===== src/rtl/csr_pkg.sv =====
// Shared definitions for the CSR bank: op encodings, op-apply helper and defaults.
package csr_pkg;

  typedef enum logic [1:0] {
    CSR_READ  = 2'b00,
    CSR_WRITE = 2'b01,
    CSR_SET   = 2'b10,
    CSR_CLEAR = 2'b11
  } csr_op_e;

  localparam int         DEF_WIDTH     = 4;
  localparam int         DEF_NREGS     = 4;
  localparam int         DEF_AW        = 2;
  localparam logic [3:0] DEF_RESET_VAL = 4'hF;
  localparam logic [3:0] DEF_WMASK     = 4'hF;

  // Operands are zero-extended to 32 bits by the caller; bits outside the mask are preserved.
  function automatic logic [31:0] apply_op(csr_op_e op, logic [31:0] cur,
                                           logic [31:0] data, logic [31:0] mask);
    logic [31:0] dm;
    dm = data & mask;
    case (op)
      CSR_WRITE: return dm | (cur & ~mask);
      CSR_SET:   return cur | dm;
      CSR_CLEAR: return cur & ~dm;
      default:   return cur;
    endcase
  endfunction

endpackage


===== src/rtl/csr_bank_if.sv =====
// Software-side request/commit bus of the CSR bank.
interface csr_bank_if #(
  parameter int WIDTH = 4,
  parameter int AW    = 2
);
  logic             csr_en;
  logic [1:0]       csr_op;
  logic [AW-1:0]    csr_addr;
  logic [WIDTH-1:0] csr_wdata;
  logic [WIDTH-1:0] csr_rdata;
  logic             csr_busy;
  logic             csr_illegal;
  logic             commit;
  logic             flush;

  modport master (
    output csr_en, csr_op, csr_addr, csr_wdata, commit, flush,
    input  csr_rdata, csr_busy, csr_illegal
  );

  modport slave (
    input  csr_en, csr_op, csr_addr, csr_wdata, commit, flush,
    output csr_rdata, csr_busy, csr_illegal
  );
endinterface


===== src/rtl/csr_reg_cell.sv =====
// One CSR register: async reset value, commit-loaded next value, sticky hardware set.
module csr_reg_cell #(
  parameter int               WIDTH     = 4,
  parameter logic [WIDTH-1:0] RESET_VAL = '1
) (
  input  logic             clk,
  input  logic             rst,
  input  logic             commit_en,
  input  logic [WIDTH-1:0] next_val,
  input  logic [WIDTH-1:0] hw_set,
  output logic [WIDTH-1:0] q
);

  // hw_set is ORed after the software result so hardware always wins over a clear.
  always_ff @(posedge clk or posedge rst) begin
    if (rst)            q <= RESET_VAL;
    else if (commit_en) q <= next_val | hw_set;
    else                q <= q | hw_set;
  end

endmodule


===== src/rtl/csr_bank.sv =====
// Parametrised CSR bank with an EX-staged pending slot committed at WB.
module csr_bank
  import csr_pkg::*;
#(
  parameter int                     WIDTH      = DEF_WIDTH,
  parameter int                     NREGS      = DEF_NREGS,
  parameter int                     AW         = DEF_AW,
  parameter logic [NREGS*WIDTH-1:0] RESET_VALS = {NREGS{DEF_RESET_VAL}},
  parameter logic [NREGS*WIDTH-1:0] WMASKS     = {NREGS{DEF_WMASK}}
) (
  input  logic                   clk,
  input  logic                   rst,
  csr_bank_if.slave              bus,
  input  logic [NREGS*WIDTH-1:0] hw_set,
  output logic [NREGS*WIDTH-1:0] regs_flat
);

  logic             pend_valid;
  csr_op_e          pend_op;
  logic [AW-1:0]    pend_addr;
  logic [WIDTH-1:0] pend_data;

  logic             illegal;
  logic             busy;
  logic             accept;
  logic             load;
  logic             do_commit;
  logic [WIDTH-1:0] cur_rd;
  logic [WIDTH-1:0] cur_pend;
  logic [WIDTH-1:0] mask_pend;
  logic [WIDTH-1:0] commit_val;

  assign illegal   = bus.csr_en && (int'(bus.csr_addr) >= NREGS);
  assign do_commit = pend_valid && bus.commit && !bus.flush;
  assign busy      = bus.csr_en && pend_valid && !(bus.commit && !bus.flush);
  assign accept    = bus.csr_en && !illegal && !busy;
  assign load      = accept && (csr_op_e'(bus.csr_op) != CSR_READ);

  // Loop-based selects keep addressing safe when NREGS < 2**AW.
  always_comb begin
    cur_rd    = '0;
    cur_pend  = '0;
    mask_pend = '0;
    for (int i = 0; i < NREGS; i++) begin
      if (int'(pend_addr) == i) begin
        cur_pend  = regs_flat[i*WIDTH +: WIDTH];
        mask_pend = WMASKS[i*WIDTH +: WIDTH];
      end
      if (int'(bus.csr_addr) == i) cur_rd = regs_flat[i*WIDTH +: WIDTH];
    end
  end

  assign commit_val = WIDTH'(apply_op(pend_op, 32'(cur_pend), 32'(pend_data), 32'(mask_pend)));

  // Forward the pending result (without same-cycle hw_set) to a read of the same register.
  always_comb begin
    bus.csr_rdata = cur_rd;
    if (illegal)
      bus.csr_rdata = '0;
    else if (pend_valid && (pend_addr == bus.csr_addr))
      bus.csr_rdata = commit_val;
  end

  assign bus.csr_busy    = busy;
  assign bus.csr_illegal = illegal;

  // Pending slot: control bit under reset, payload only captured on load.
  always_ff @(posedge clk or posedge rst) begin
    if (rst)                          pend_valid <= 1'b0;
    else if (load)                    pend_valid <= 1'b1;
    else if (do_commit || bus.flush)  pend_valid <= 1'b0;
  end

  always_ff @(posedge clk) begin
    if (load) begin
      pend_op   <= csr_op_e'(bus.csr_op);
      pend_addr <= bus.csr_addr;
      pend_data <= bus.csr_wdata;
    end
  end

  for (genvar g = 0; g < NREGS; g++) begin : g_reg
    csr_reg_cell #(
      .WIDTH     (WIDTH),
      .RESET_VAL (RESET_VALS[g*WIDTH +: WIDTH])
    ) u_cell (
      .clk       (clk),
      .rst       (rst),
      .commit_en (do_commit && (int'(pend_addr) == g)),
      .next_val  (commit_val),
      .hw_set    (hw_set[g*WIDTH +: WIDTH]),
      .q         (regs_flat[g*WIDTH +: WIDTH])
    );
  end

endmodule

===== src/flat_wrapper.sv =====
// flat-port wrapper written by rule: the top's interface ports become plain ports
module csr_bank_flat import csr_pkg::*;
#(
  parameter int                     WIDTH      = DEF_WIDTH,
  parameter int                     NREGS      = DEF_NREGS,
  parameter int                     AW         = DEF_AW,
  parameter logic [NREGS*WIDTH-1:0] RESET_VALS = {NREGS{DEF_RESET_VAL}},
  parameter logic [NREGS*WIDTH-1:0] WMASKS     = {NREGS{DEF_WMASK}}
)
  (clk, rst, hw_set, regs_flat, bus_csr_en, bus_csr_op, bus_csr_addr, bus_csr_wdata, bus_commit, bus_flush, bus_csr_rdata, bus_csr_busy, bus_csr_illegal);
  csr_bank_if #(.WIDTH(WIDTH), .AW(AW)) bus_i ();
  input  logic clk;
  input  logic rst;
  input  logic [NREGS*WIDTH-1:0] hw_set;
  output logic [NREGS*WIDTH-1:0] regs_flat;
  input wire logic [$bits(bus_i.csr_en)-1:0] bus_csr_en;
  input wire logic [$bits(bus_i.csr_op)-1:0] bus_csr_op;
  input wire logic [$bits(bus_i.csr_addr)-1:0] bus_csr_addr;
  input wire logic [$bits(bus_i.csr_wdata)-1:0] bus_csr_wdata;
  input wire logic [$bits(bus_i.commit)-1:0] bus_commit;
  input wire logic [$bits(bus_i.flush)-1:0] bus_flush;
  output wire logic [$bits(bus_i.csr_rdata)-1:0] bus_csr_rdata;
  output wire logic [$bits(bus_i.csr_busy)-1:0] bus_csr_busy;
  output wire logic [$bits(bus_i.csr_illegal)-1:0] bus_csr_illegal;
  assign bus_i.csr_en = bus_csr_en;
  assign bus_i.csr_op = bus_csr_op;
  assign bus_i.csr_addr = bus_csr_addr;
  assign bus_i.csr_wdata = bus_csr_wdata;
  assign bus_i.commit = bus_commit;
  assign bus_i.flush = bus_flush;
  assign bus_csr_rdata = bus_i.csr_rdata;
  assign bus_csr_busy = bus_i.csr_busy;
  assign bus_csr_illegal = bus_i.csr_illegal;
  csr_bank #(.WIDTH(WIDTH), .NREGS(NREGS), .AW(AW), .RESET_VALS(RESET_VALS), .WMASKS(WMASKS)) u_core (.clk(clk), .rst(rst), .bus(bus_i), .hw_set(hw_set), .regs_flat(regs_flat));
endmodule

===== config.mk =====
export PLATFORM = sky130hd
export DESIGN_NAME = csr_bank_flat
export DESIGN_NICKNAME = d
export VERILOG_FILES = /design/src/rtl/csr_pkg.sv /design/src/rtl/csr_bank_if.sv /design/src/rtl/csr_reg_cell.sv /design/src/rtl/csr_bank.sv /design/src/flat_wrapper.sv
export SDC_FILE = /design/constraint.sdc
export NUM_CORES = 1
export LEC_CHECK = 0
export ABC_CLOCK_PERIOD_IN_PS = 1700
export CAP_MARGIN = 20
export CORE_ASPECT_RATIO = 1.4
export CORE_MARGIN = 5
export CORE_UTILIZATION = 45
export DETAILED_ROUTE_END_ITERATION = 10
export PLACE_DENSITY = 0.82
export SLEW_MARGIN = 20
export SYNTH_ARGS = -nofsm -noshare
export SYNTH_HDL_FRONTEND = slang
export SYNTH_SLANG_ARGS = --single-unit

===== constraint.sdc =====
create_clock -name clk -period 1.7 [get_ports clk]
set_input_delay 0.17 -clock clk [delete_from_list [all_inputs] [get_ports clk]]
set_output_delay 0.17 -clock clk [all_outputs]
set_load 0.03 [all_outputs]

==> impl_metrics.yaml, run 1 <==
outcome:
  status: "finished, violations left"
  violations: "negative setup slack"
yosys:
  synth-seq-cells: 25
  synthMuxAreaShare: 0.158
  synthDistinctLibCells: 31
  synth_top_family_by_area: "compound AO/OA/AOI/OAI gates"
  synth_cells: 156
  synth-compound-area-share: 0.203
  syn_avg_cell_area_um2: 11.0
  ys_seq_area_frac: 0.401
  synthXorXnorAreaFrac: 0.0102
  syn_nets: 188
  synth_adder_area_share: 0.0219
  ys_warn_count: 0
  netlist_area_um2: 1710
  synth-simple-area-share: 0.139
pwr:
  power_density_nw_per_um2: 542
  p_leak_uw: 0.00103
  p_int_uw: 1060
  vdd_drop_max_mv: 0.571
  pwr-share-seq: 0.450
  p_switching_uw: 428
  power.share.clock: 0.238
  power_uw: 1480
  switching_share: 0.289
  combPwrFrac: 0.311
sta:
  rsz0062_at_grt: "true"
  holdWs_ps: 167
  final.setup.worst_slack_ps: -132
  hold_viol_final: 0
  period_minus_slack_ps: 1830
  max_freq_mhz: 546
  maxSlewViolCount: 0
  setup_viol: 4
  clock_skew_ps: 4.54
  post-route-period-util: 1.08
  tns_ps: -496
worst_setup_path:
  crit_fanout: 4
  critPathRequiredTime_ps: 1530
  arrival_ps: 1660
  path_class: "reg2out"
  worstSetupEndpointType: "primary output"
  crit_path_start_kind: "flip-flop"
  r2r_slack_ps: 30
cells_and_area:
  layout_commonest_cell: "buf_4"
  fin_cells: 292
  area_delta_synth_final_pct: 60.1
  antenna_cells: 0
  fillers: 239
  finalNetCount: 283
  drive_gt1_frac: 0.496
  final_cell_mix: "buf_4, clkdlybuf4s50_1, a31oi_1, dlygate4sd2_1"
cts:
  clk_path_buf_depth: 2
  clkSinkCount: 25
  ctsRootBufferMaster: "clkbuf_8"
  clk_pin_slew_ps: 90
  cts_tree: "yes"
  numCtsBuffers: 3
  htreeDepth: 1
  clk_latency_ps: 270
floorplan:
  io_pins: 51
  die_x_um: 62.1
  die_h_um: 82.9
  dieArea_um2: 5150
  row_count: 26
  fp.coreArea_um2: 3680
  start_util: 0.465
global_routing:
  track_usage: 0.207
  grt_pass1_wl_um: 8820
  grt_max_degree: 14
  grt-ovfl-total: 0
  antenna_found_initial: 0
  grt_pass1_vias: 1805
hold_path:
  hold_class: "in2async"
placement:
  port_buffers: 49
  gp_congestion: 0.913
  dpl.hpwl_um: 4220
  pre_cts_slack_ps: -633
  dp.cells: 285
drt:
  antenna_left: 0
  initialDrtViolationCount: 96
  wl_um: 5550
  wl_per_cell_um: 19.0
  drt_pass1_iterations: 4
  vias: 1736
  vias_per_cell: 5.95
  remaining_drc_errors: 0
job:
  cap_viol_max_count: 0
==> power by group through the flow <==
stage	registers (uW)	logic [uW]	clock network, uW
detailed placement	676	391	0
finish	668	462	353
floorplan	681	193	0
global route	670	490	380
global placement	674	382	0
CTS	668	440	357
==> metal layers <==
metal,track usage,up-vias,wire length (um),share of wire
li1,-,799,-,-
met1,0.237,855,2030,0.37
met2,0.384,72,3040,0.55
met3,0.0311,10,346,0.062
met4,0.0651,0,133,0.024
met5,0,-,0,0
==> Yosys cell counts (all sizes together) <==
cell | number | area [um2]
and2 | 4 | 35.0
clkbuf | 2 | 8.75
a31oi | 24 | 150
edfxtp | 8 | 240
mux2 | 8 | 90.1
nand2b | 1 | 6.26
and2b | 5 | 37.5
and3b | 4 | 35.0
a211oi | 16 | 120
nor2 | 16 | 60.1
clkinv | 1 | 3.75
nand2 | 4 | 15.0
dfstp | 16 | 420
ha | 3 | 37.5
and4b | 1 | 10.0
o21ai | 13 | 65.1
a21o | 1 | 7.51
dfrtp | 1 | 25.0
mux4 | 8 | 180
nor3b | 1 | 7.51
conb | 1 | 3.75
buf | 8 | 86.3
a21oi | 1 | 5.00
and4bb | 1 | 12.5
xnor2 | 2 | 17.5
or2 | 1 | 6.26
inv | 3 | 11.3
and3 | 2 | 12.5
==> final timing paths <==
| kind | start | to | cells after the start |
|---|---|---|---|
| worst max-delay path | u_core.pend_op[1] | bus_csr_rdata[1] | 7 |
| worst min-delay path | rst | u_core.pend_valid | 2 |
| worst max register to register | u_core.pend_op[1] | u_core.g_reg[3].u_cell.q[3] | 7 |
| worst min register to register | u_core.g_reg[1].u_cell.q[0] | u_core.g_reg[1].u_cell.q[0] | 3 |
| max in group asynchronous | rst | u_core.g_reg[0].u_cell.q[1] | 3 |
| min in group clk | bus_csr_addr[0] | u_core.pend_addr[0] | 2 |
==> critical path: stages, from the launching register on <==
cell and delay, ps:
edfxtp_1 430, inv_2 100, ha_4 210, buf_6 110
and2b_2 230, nand2_2 100, a31oi_4 80, buf_6 140
==> logic make-up (layout without fill, tap and decap cells) <==
group	after synthesis	after routing
AO/OA/AOI/OAI	55	55
AND/OR/NAND/NOR	40	40
flip-flops	25	25
multiplexers	16	16
buffers and inverters	14	108
adder cells (fa/ha/maj)	3	3
XOR/XNOR	2	2
other	1	1
==> stage by stage <==
| step | instance area, um2 | utilization |
|---|---|---|
| global placement | 2540 | 0.691 |
| detailed placement | 2540 | 0.691 |
| global route | 2740 | 0.745 |
| floorplan | 1740 | - |
| finish | 2740 | 0.745 |
| CTS | 2700 | 0.736 |
==> final cells by class <==
class                      instances  area, um2  share of cell area
sequential                        25        686               0.250
tap                               42       52.6              0.0192
multi-input combinational        117       1070               0.392
timing repair buffer             100        868               0.317
clock buffer                       4       45.0              0.0164
inverter                           4       15.0             0.00548
==> repair_timing <==
item                                    4_1_cts  5_1_grt
endpoints found under the setup margin       20       15
setup buffers                                 3        0
pin swaps                                    13        2
hold buffers                                  0        0
resized for setup                            83        8
==> state kept, by name, indices dropped and copies added, names as in the netlist <==
signal             flops
u_core.g.u_cell.q     16
u_core.pend_data       4
u_core.pend_addr       2
u_core.pend_op         2
u_core.pend_valid      1
Power figures use the tool's default switching activity.
==> inputs of run 2 (changes only) <==
Settings changed: CORE_MARGIN 5 to 2.
==> impl_metrics.yaml, run 2 (synthesized netlist as in run 1, its figures left out) <==
sta:
  max_slew_margin: 0.522
  final.setup.worst_slack_ps: -361
  maxSlewViolCount: 0
  max_freq_mhz: 485
  worst_pin_slew_ps: 717
  rsz0062_at_grt: "true"
  post-route-period-util: 1.21
  period_minus_slack_ps: 2060
  setup_viol: 4
  clock_skew_ps: 8.31
  hold_viol_final: 0
cells_and_area:
  antenna_cells: 0
  reg_top3: "u_core.g.u_cell.q: 16 flops, u_core.pend_data: 4 flops"
  regMostFlops: "u_core.g.u_cell.q"
  final_cell_mix: "buf_4, clkdlybuf4s50_1, a31oi_1"
  drive_gt1_frac: 0.449
  area_delta_synth_final_pct: 57.0
  layout_commonest_cell: "buf_4"
  finalNetCount: 287
  largest_reg_flops: 16
  fin_util: 0.737
placement:
  gp_congestion: 0.935
  pre_cts_slack_ps: -687
  port_buffers: 49
  dpl.hpwl_um: 4550
drt:
  vias: 1830
  wl_um: 5990
  wl_per_cell_um: 20.2
  initialDrtViolationCount: 113
  drt_pass1_iterations: 4
  antenna_left: 0
  remaining_drc_errors: 0
  vias_per_cell: 6.18
job:
  cap_viol_max_count: 0
floorplan:
  die_h_um: 76.9
  dieArea_um2: 4320
  die_x_um: 56.1
  fp.coreArea_um2: 3640
  row_count: 26
  start_util: 0.469
  io_pins: 51
worst_setup_path:
  worstRegToRegCells: 6
  regToRegStartpoint: "u_core.pend_op[0]"
  r2r-end: "u_core.g_reg[0].u_cell.q[2]"
  crit_path_start_kind: "flip-flop"
  r2r_slack_ps: 70
  crit_fanout: 6
  worstSetupEndpointType: "primary output"
  critPathRequiredTime_ps: 1530
  arrival_ps: 1890
  path_class: "reg2out"
outcome:
  violations: "negative setup slack"
  status: "finished, violations left"
pwr:
  power_density_nw_per_um2: 559
  p_int_uw: 1050
  power_uw: 1500
  p_leak_uw: 0.00103
  power.share.clock: 0.253
  pwr-share-seq: 0.444
  p_switching_uw: 454
  vdd_drop_max_mv: 0.557
  combPwrFrac: 0.303
  switching_share: 0.302
cts:
  numCtsBuffers: 3
  clk_latency_ps: 280
  clkSinkCount: 25
  clk_path_buf_depth: 2
  ctsRootBufferMaster: "clkbuf_8"
  cts_tree: "yes"
  htreeDepth: 1
  clk_pin_slew_ps: 90
hold_path:
  hold_class: "in2async"
global_routing:
  grt_pass1_vias: 1918
  grt-ovfl-total: 0
  track_usage: 0.278
  grt_pass1_wl_um: 9380
  antenna_found_initial: 0
  grt_max_degree: 18
-- run 2: cell types whose count changed in the layout (fill, tap and decap cells not counted), moves of 2 or more --
cell | before | now
nand2_2 | 4 | 0
buf_4 | 48 | 55
o21ai_4 | 2 | 0
buf_6 | 8 | 5
dlygate4sd2_1 | 18 | 15
o21ai_0 | 1 | 3
o21ai_1 | 3 | 7
nand2_1 | 0 | 4
clkdlybuf4s50_1 | 26 | 28
o21ai_2 | 7 | 3
ha_1 | 0 | 2
-- run 2: cell type report --
type / count / area (um2)
clock buffers: 3 / 41.3
clock inverters: 1 / 7.51
fillers: 256 / 958
inverters: 4 / 15.0
multi-input cells: 117 / 990
flip-flops and latches: 25 / 686
well taps: 42 / 52.6
repair buffers: 104 / 893
-- run 2: metal layers --
layer,up-vias,share of wire,GRT usage,wire (um)
met3,31,0.077,0.0422,461
met4,0,0.047,0.121,284
li1,798,-,-,-
met1,881,0.34,0.311,2020
met2,120,0.54,0.509,3220
met5,-,0,0,0
-- run 2: timing repair --
action | CTS | global route
hold buffers | 0 | 0
setup endpoints to repair | 29 | 14
gates resized for setup | 56 | 8
setup buffers | 2 | 0
pin swaps | 2 | 1
-- run 2: worst max path at each step --
| stage | from | endpoint | slack (ps) | cells past startpoint |
|---|---|---|---|---|
| floorplan | u_core.pend_op[1] | bus_csr_rdata[0] | 20 | 6 |
| detailed placement | bus_csr_addr[0] | bus_csr_rdata[1] | -690 | 6 |
| CTS | u_core.pend_addr[0] | bus_csr_rdata[3] | -280 | 6 |
| global placement | bus_csr_addr[0] | bus_csr_rdata[3] | -630 | 6 |
| global route | u_core.pend_addr[0] | bus_csr_rdata[2] | -380 | 5 |
| finish | u_core.pend_addr[0] | bus_csr_rdata[2] | -360 | 5 |
-- run 2: metrics by stage --
stage / instances / TNS, ps / hold WS [ps] / area (um2)
detailed placement: 290 / -2760 / 622 / 2580
CTS: 296 / -1070 / 325 / 2670
global route: 296 / -1420 / 348 / 2690
finish: 296 / -1300 / 306 / 2690
global placement: 290 / -2450 / 593 / 2580
floorplan: 156 / 0 / 84.5 / 1740
-- run 2: power groups by stage --
stage | Sequential (uW) | Combinational, uW | Clock [uW]
global placement | 673 | 398 | 0
CTS | 665 | 438 | 378
floorplan | 681 | 193 | 0
finish | 667 | 455 | 380
global route | 669 | 482 | 413
detailed placement | 676 | 417 | 0
-- run 2: worst max-delay path, cell delays in order, from the launching register on --
cell and delay, ps:
edfxtp_1 470, buf_4 210, mux4_2 520, o21ai_2 110
a31oi_2 120, buf_4 180
==> inputs of run 3 (changes only) <==
Settings changed: SKIP_CTS_REPAIR_TIMING set to 1.
==> impl_metrics.yaml, run 3 (synthesized netlist as in run 1, its figures left out) <==
cells_and_area:
  layout_commonest_cell: "buf_4"
  antenna_cells: 0
  area_delta_synth_final_pct: 58.3
  final_cell_mix: "buf_4, clkdlybuf4s50_1, a31oi_1"
  regMostFlops: "u_core.g.u_cell.q"
  largest_reg_flops: 16
  drive_gt1_frac: 0.431
  finalNetCount: 286
  reg_top3: "u_core.g.u_cell.q: 16 flops, u_core.pend_data: 4 flops"
cts:
  htreeDepth: 1
  clk_path_buf_depth: 2
  cts_tree: "yes"
  clk_latency_ps: 280
  clkSinkCount: 25
  ctsRootBufferMaster: "clkbuf_8"
  clk_pin_slew_ps: 100
  numCtsBuffers: 3
worst_setup_path:
  cp.buffers_inverters: 2
  path_class: "reg2out"
  worstRegToRegCells: 6
  crit_slowest_cell: "edfxtp_1"
  r2r-end: "u_core.g_reg[2].u_cell.q[2]"
  crit_chain: "buf_6 -> mux4_2 -> o21ai_1 -> a31oi_2 -> buf_4"
  max_stage_delay_ps: 520
  critPathRequiredTime_ps: 1530
  regToRegStartpoint: "u_core.pend_op[0]"
  cp_top_family: "flip-flops"
  crit_fanout: 4
  arrival_ps: 1900
  worstSetupEndpointType: "primary output"
  crit_path_start_kind: "flip-flop"
  r2r_slack_ps: 90
drt:
  wl_per_cell_um: 20.4
  initialDrtViolationCount: 134
  drt_pass1_iterations: 4
  antenna_left: 0
  vias_per_cell: 6.29
  vias: 1857
  wl_um: 6020
  remaining_drc_errors: 0
pwr:
  p_leak_uw: 0.00104
  power_uw: 1490
  power_density_nw_per_um2: 551
  vdd_drop_max_mv: 0.547
placement:
  dpl.hpwl_um: 4550
  port_buffers: 49
  gp_congestion: 0.935
  pre_cts_slack_ps: -687
floorplan:
  die_x_um: 56.1
  die_h_um: 76.9
  dieArea_um2: 4320
  io_pins: 51
  fp.coreArea_um2: 3640
  start_util: 0.469
  row_count: 26
global_routing:
  track_usage: 0.268
  grt_pass1_wl_um: 9000
  antenna_found_initial: 0
  grt-ovfl-total: 0
  grt_pass1_vias: 1870
  grt_max_degree: 18
sta:
  maxSlewViolCount: 0
  max_freq_mhz: 482
  holdWs_ps: 308
  worst_pin_slew_ps: 730
  hold_viol_final: 0
  rsz0062_at_grt: "true"
  period_minus_slack_ps: 2070
  post-route-period-util: 1.22
  clock_skew_ps: 2.70
  final.setup.worst_slack_ps: -374
  setup_viol: 4
  max_slew_margin: 0.513
outcome:
  violations: "negative setup slack"
  status: "finished, violations left"
hold_path:
  hold_class: "in2async"
job:
  cap_viol_max_count: 0
run 3: worst max-delay path by stage:
stage | slack, ps | to | from | depth (start not counted)
final | -370 | bus_csr_rdata[2] | u_core.pend_addr[0] | 5
after global routing | -430 | bus_csr_rdata[2] | u_core.pend_addr[1] | 4
after CTS | -970 | bus_csr_rdata[3] | u_core.pend_op[0] | 6
after detailed placement | -690 | bus_csr_rdata[1] | bus_csr_addr[0] | 6
after global placement | -630 | bus_csr_rdata[3] | bus_csr_addr[0] | 6
after floorplan | 20 | bus_csr_rdata[0] | u_core.pend_op[1] | 6
run 3: routing by layer:
| layer | global-route usage | wire, um | up-vias |
|---|---|---|---|
| met1 | 0.297 | 2110 | 899 |
| met2 | 0.499 | 3190 | 131 |
| met3 | 0.0320 | 467 | 27 |
| li1 | - | - | 800 |
| met5 | 0 | 0 | - |
| met4 | 0.117 | 247 | 0 |
run 3: per-stage QoR:
| step | TNS [ps] | instance area [um2] | utilization | instances |
|---|---|---|---|---|
| after global routing | -1630 | 2710 | 0.743 | 295 |
| after global placement | -2450 | 2580 | 0.708 | 290 |
| final | -1290 | 2710 | 0.743 | 295 |
| after floorplan | 0 | 1740 | - | 156 |
| after detailed placement | -2760 | 2580 | 0.708 | 290 |
| after CTS | -5320 | 2630 | 0.721 | 294 |
run 3: layout make-up:
cell class                 count  area [um2]
tap                           42        52.6
clock buffer                   3        41.3
inverter                       4        15.0
timing repair buffer         103         932
sequential                    25         686
multi-input combinational    117         973
fill                         254         936
clock inverter                 1        7.51
run 3: power by group:
group          switching [uW]  internal [uW]
Combinational             219            227
Clock                     212            167
Sequential               18.3            649
Total                     449           1040
run 3: worst reg2reg max path: cells and delay by family (launching register included):
| kind | cells | cell delay (ps) |
|---|---|---|
| fa+ha+maj | 1 | 210 |
| buf+inv | 2 | 260 |
| flops | 1 | 430 |
| compound gates | 3 | 620 |
